==> config.mk <==
export PLATFORM = sky130hd
export DESIGN_NAME = status_irq_register
export DESIGN_NICKNAME = d
export VERILOG_FILES = /design/src/rtl/status_irq_register.sv
export SDC_FILE = /design/constraint.sdc
export NUM_CORES = 1
export LEC_CHECK = 0
export ABC_AREA = 1
export ABC_CLOCK_PERIOD_IN_PS = 800
export CORE_MARGIN = 10
export CORE_UTILIZATION = 40
export CTS_BUF_LIST = sky130_fd_sc_hd__clkbuf_4 sky130_fd_sc_hd__clkbuf_8 sky130_fd_sc_hd__clkbuf_16
export DETAILED_ROUTE_END_ITERATION = 8
export GPL_TIMING_DRIVEN = 0
export PLACE_DENSITY_LB_ADDON = 0.05
export SYNTH_ARGS = -nofsm -noshare
export SYNTH_HDL_FRONTEND = slang
export SYNTH_SLANG_ARGS = --single-unit
==> constraint.sdc <==
create_clock -name clk -period 0.8 [get_ports clk]
set_input_delay 0.24 -clock clk [delete_from_list [all_inputs] [get_ports clk]]
set_output_delay 0.24 -clock clk [all_outputs]
set_load 0.02 [all_outputs]
==> src/rtl/status_irq_register.sv <==
// Peripheral status register: ENA, live bits, W1C sticky flags, irq mask, registered read port and irq.
// Optional per-flag saturating event counters are built when STATUSREG_EVCOUNT_EN is defined.
module status_irq_register #(
  parameter int STICKY_W = 4,
  parameter int LIVE_W   = 3,
  parameter int DATA_W   = 8,
  parameter int ADDR_W   = 4,
  parameter int CNT_W    = 8
) (
  input  logic                         clk,
  input  logic                         reset_n,
  input  logic                         wr_en,
  input  logic                         rd_en,
  input  logic [ADDR_W-1:0]            addr,
  input  logic [DATA_W-1:0]            wr_data,
  output logic [DATA_W-1:0]            rd_data,
  output logic                         rd_valid,
  input  logic [STICKY_W-1:0]          sticky_set,
  input  logic [LIVE_W-1:0]            live_in,
  output logic [LIVE_W+STICKY_W:0]     status_out,
  output logic                         irq
);

  localparam int SW         = 1 + LIVE_W + STICKY_W;
  localparam int STICKY_LSB = LIVE_W + 1;

  logic                  ena_reg;
  logic                  ena_next;
  logic [LIVE_W-1:0]     live_reg;
  logic [STICKY_W-1:0]   sticky_reg;
  logic [STICKY_W-1:0]   sticky_next;
  logic [STICKY_W-1:0]   sticky_clr;
  logic [STICKY_W-1:0]   set_acc;
  logic [SW-1:0]         mask_reg;
  logic [SW-1:0]         status_word;
  logic                  irq_next;
  logic                  wr_status;
  logic                  wr_mask;
  logic [DATA_W-1:0]     rd_mux;

  assign wr_status = wr_en && (addr == ADDR_W'(0));
  assign wr_mask   = wr_en && (addr == ADDR_W'(1));

  // Events are only accepted once ENA is already set, so the cycle that
  // writes ENA=1 still drops them.
  assign set_acc  = ena_reg ? sticky_set : '0;
  assign ena_next = wr_status ? wr_data[0] : ena_reg;

  genvar gi;
  generate
    for (gi = 0; gi < STICKY_W; gi++) begin : g_flag
      // Writing ENA=0 wipes every flag; otherwise a 1 in the flag's position clears it.
      assign sticky_clr[gi]  = wr_status && (!wr_data[0] || wr_data[STICKY_LSB+gi]);
      // Set wins over clear so that a coincident event is never lost.
      assign sticky_next[gi] = set_acc[gi] || (sticky_reg[gi] && !sticky_clr[gi]);
    end
  endgenerate

  assign status_word = {sticky_reg, live_reg, ena_reg};
  assign status_out  = status_word;
  assign irq_next    = ena_reg && (|(status_word[SW-1:1] & mask_reg[SW-1:1]));

  always_ff @(posedge clk or negedge reset_n) begin
    if (!reset_n) begin
      ena_reg    <= 1'b0;
      live_reg   <= '0;
      sticky_reg <= '0;
      mask_reg   <= '0;
      irq        <= 1'b0;
    end else begin
      ena_reg    <= ena_next;
      live_reg   <= live_in;
      sticky_reg <= sticky_next;
      irq        <= irq_next;
      if (wr_mask) begin
        mask_reg <= wr_data[SW-1:0];
      end
    end
  end

`ifdef STATUSREG_EVCOUNT_EN
  logic [STICKY_W*CNT_W-1:0] cnt_flat;

  generate
    for (gi = 0; gi < STICKY_W; gi++) begin : g_cnt
      logic [CNT_W-1:0] cnt_reg;

      always_ff @(posedge clk or negedge reset_n) begin
        if (!reset_n) begin
          cnt_reg <= '0;
        end else if (sticky_clr[gi]) begin
          // A clear that coincides with an event restarts the count at that event.
          cnt_reg <= set_acc[gi] ? CNT_W'(1) : '0;
        end else if (set_acc[gi] && (cnt_reg != {CNT_W{1'b1}})) begin
          cnt_reg <= cnt_reg + CNT_W'(1);
        end
      end

      assign cnt_flat[gi*CNT_W +: CNT_W] = cnt_reg;
    end
  endgenerate
`endif

  always_comb begin
    rd_mux = '0;
    if (addr == ADDR_W'(0)) begin
      rd_mux = DATA_W'(status_word);
    end else if (addr == ADDR_W'(1)) begin
      rd_mux = DATA_W'(mask_reg);
    end
`ifdef STATUSREG_EVCOUNT_EN
    else begin
      for (int i = 0; i < STICKY_W; i++) begin
        if (addr == ADDR_W'(i + 2)) begin
          rd_mux = DATA_W'(cnt_flat[i*CNT_W +: CNT_W]);
        end
      end
    end
`endif
  end

  // Read samples the pre-edge contents, so a same-cycle write is not visible yet.
  always_ff @(posedge clk or negedge reset_n) begin
    if (!reset_n) begin
      rd_data  <= '0;
      rd_valid <= 1'b0;
    end else begin
      rd_valid <= rd_en;
      if (rd_en) begin
        rd_data <= rd_mux;
      end
    end
  end

endmodule

==> flow_metrics.py <==
metrics = {
    "run_status": {
        "violations": "negative setup slack",
        "status": "finished, violations left",
    },
    "die": {
        "die_w_um": 75.5,
        "die_area_um2": 5700,
        "die_h_um": 75.5,
        "placementRows": 20,
        "core_region_area_um2": 3000,
        "initial_core_util_pct": 41.0,
        "io_pins": 41,
    },
    "grt": {
        "grt_max_degree": 27,
        "grtUsageTotal_pct": 13.1,
        "grt-busiest-layer": "met2",
        "overflow": 0,
        "grt.met3_usage_pct": 2.99,
        "grt_pass1_vias": 1306,
        "met1_usage_pct": 14.6,
        "grt_pass1_wl_um": 5820,
        "antenna_found_initial": 0,
        "use_met2_pct": 23.7,
    },
    "worst_setup_path": {
        "criticalPathCategory": "reg -> out",
        "required_ns": 0.56,
        "crit_path_start_kind": "flop",
        "crit_fanout": 2,
        "crit_arrival_ns": 0.99,
        "end_kind": "output pin",
    },
    "synthesis": {
        "ys.flop_type": "dfrtp_1",
        "syn_inst": 150,
        "syn_area_um2": 1230,
        "async_flop_share_pct": 100,
        "synth.area.top_cells": "dfrtp_1, nand2_1, nand3_1",
        "synth-seq-area-share_pct": 52.8,
        "synth.most_common_cell": "nand2_1",
        "yosys.area.top_type_share_pct": 52.8,
        "synth_area_leader_cell": "dfrtp_1",
        "synth_edf_count": 0,
        "synth.distinct_cells": 16,
        "ys_seq_elements": 26,
        "synth_nets": 173,
        "syn-mean-instance-area_um2": 8.22,
        "synthTopCellsByCount": "nand2_1, dfrtp_1, nand3_1, inv_1, o21ai_2",
        "ys_warn_count": 0,
    },
    "drt": {
        "antenna_left": 0,
        "wl_um": 3720,
        "vias": 1248,
        "wl_per_cell_um": 15.0,
        "drc": 0,
        "viasPerCell": 5.03,
        "drtPass1Iterations": 4,
        "drt_iter0_markers": 51,
    },
    "sta": {
        "worst_slack_ns": -0.434,
        "slew_headroom_pct": 56.4,
        "finClkSkew_ns": 0.00462,
        "finalHoldViolations": 0,
        "max_freq_mhz": 810,
        "period_needed_ns": 1.23,
        "fin_tns_setup_ns": -7.26,
        "worst_pin_slew_ns": 0.653,
        "rsz0062_at_grt": "true",
        "drv_slew": 0,
        "period_share_pct": 154,
        "finalSetupViolations": 32,
    },
    "clocking": {
        "htree_levels": 1,
        "cts-root-buf": "clkbuf_4",
        "cts_tree": "built",
        "cts.clk_slew.worst_paths_ns": 0.13,
        "cts_buffers": 3,
        "cts_sinks": 26,
        "clk_latency_ns": 0.32,
        "cts_buffer_depth": 2,
    },
    "pwr": {
        "ir_drop_v": 0.000947,
        "leakagePower_nw": 1.07,
        "powerDensity_nw_per_um2": 1600,
    },
    "cells_and_area": {
        "nFillCells": 235,
        "final_cell_area_um2": 2140,
        "antenna_cells": 0,
        "final_nets": 239,
        "drive_above_1_share_pct": 51.2,
        "area.growth.synth_to_final_pct": 74.0,
    },
    "place": {
        "place_area_um2": 1730,
        "gp_congestion": 0.815,
        "place_hpwl_um": 2430,
        "io_buffers": 40,
    },
    "worst_hold_path": {
        "min_path_type": "in -> async",
    },
    "job": {
        "max_cap_viol_count": 0,
    },
}
-- cells by family (layout without fill, tap and decap cells) --
group | Yosys count | count (layout) | share of synthesized area, %
buffers and inverters | 19 | 84 | 7.41
flip-flops | 26 | 26 | 52.8
AND/OR/NAND/NOR | 95 | 95 | 33.3
AO/OA/AOI/OAI | 10 | 10 | 6.50
-- cells in the final DEF, fill, tap and decap left out --
master / n
a21oi_2: 1
buf_16: 1
buf_2: 2
buf_4: 7
buf_6: 32
buf_8: 3
clkbuf_16: 1
clkbuf_2: 3
clkbuf_4: 3
clkbuf_8: 2
clkdlybuf4s15_2: 1
clkdlybuf4s50_1: 16
dfrtp_1: 18
dfrtp_2: 8
inv_1: 10
inv_4: 2
inv_8: 1
nand2_1: 47
nand2_2: 17
nand2_4: 4
nand3_1: 8
nand3_2: 8
nand3_4: 1
nand4_1: 4
nor2_1: 1
nor2_2: 2
nor2_4: 3
o21ai_1: 1
o21ai_2: 8
-- cell type report --
| type | instances | area (um^2) | area share, % |
|---|---|---|---|
| Buffer | 6 | 77.6 | 3.62 |
| Sequential cell | 26 | 661 | 30.8 |
| Tap cell | 33 | 41.3 | 1.93 |
| Clock buffer | 4 | 36.3 | 1.69 |
| Inverter | 13 | 61.3 | 2.86 |
| Timing Repair Buffer | 61 | 643 | 30.0 |
| Multi-Input combinational cell | 105 | 624 | 29.1 |
-- worst max-delay path, stage by stage, from the launching register on --
cell     delay (ns)
dfrtp_2        0.44
buf_6          0.12
buf_6          0.12
-- where the power goes --
| part | leakage (nW) | switching, mW | total (mW) | internal [mW] |
|---|---|---|---|---|
| logic | 0.733 | 0.548 | 1.14 | 0.590 |
| clock network | 0.0210 | 0.386 | 0.665 | 0.279 |
| registers | 0.313 | 0.162 | 1.63 | 1.47 |
| total | 1.07 | 1.10 | 3.44 | 2.34 |
-- metrics by stage --
step	total power [mW]	cells	util, %	worst slack, ns	hold slack (ns)
2_1_floorplan	2.03	150	-	-0.137	-0.0556
3_3_place_gp	2.41	223	57.6	-0.930	0.461
3_5_place_dp	2.43	223	57.6	-0.956	0.471
4_1_cts	3.29	247	68.1	-0.448	0.0347
5_1_grt	3.60	248	71.4	-0.465	0.0681
6_report	3.44	248	71.4	-0.434	0.0168
-- metal layers --
layer	routed length (um)	vias to the layer above
li1	-	600
met1	1510	594
met2	1870	48
met3	275	6
met4	59	0
met5	0	-
-- final timing paths --
| check | from | endpoint | slack, ns | depth (start not counted) |
|---|---|---|---|---|
| worst max-delay path | ena_reg | status_out[0] | -0.43 | 2 |
| worst min-delay path | reset_n | rd_data[1] | 0.02 | 1 |
| worst max register to register | ena_reg | rd_data[0] | -0.23 | 6 |
| worst min register to register | rd_data[1] | rd_data[1] | 0.52 | 2 |
| max in group asynchronous | reset_n | ena_reg | 0.33 | 1 |
| min in group clk | wr_en | sticky_reg[2] | 0.30 | 4 |
-- repair_timing --
| action | in CTS | in global routing |
|---|---|---|
| endpoints found under the setup margin | 66 | 39 |
| buffers inserted | 18 | 8 |
| resized for setup | 155 | 39 |
| cloned | 2 | 1 |
| pin swaps | 14 | 20 |
| hold buffers | 0 | 0 |
Power figures use the tool's default switching activity.
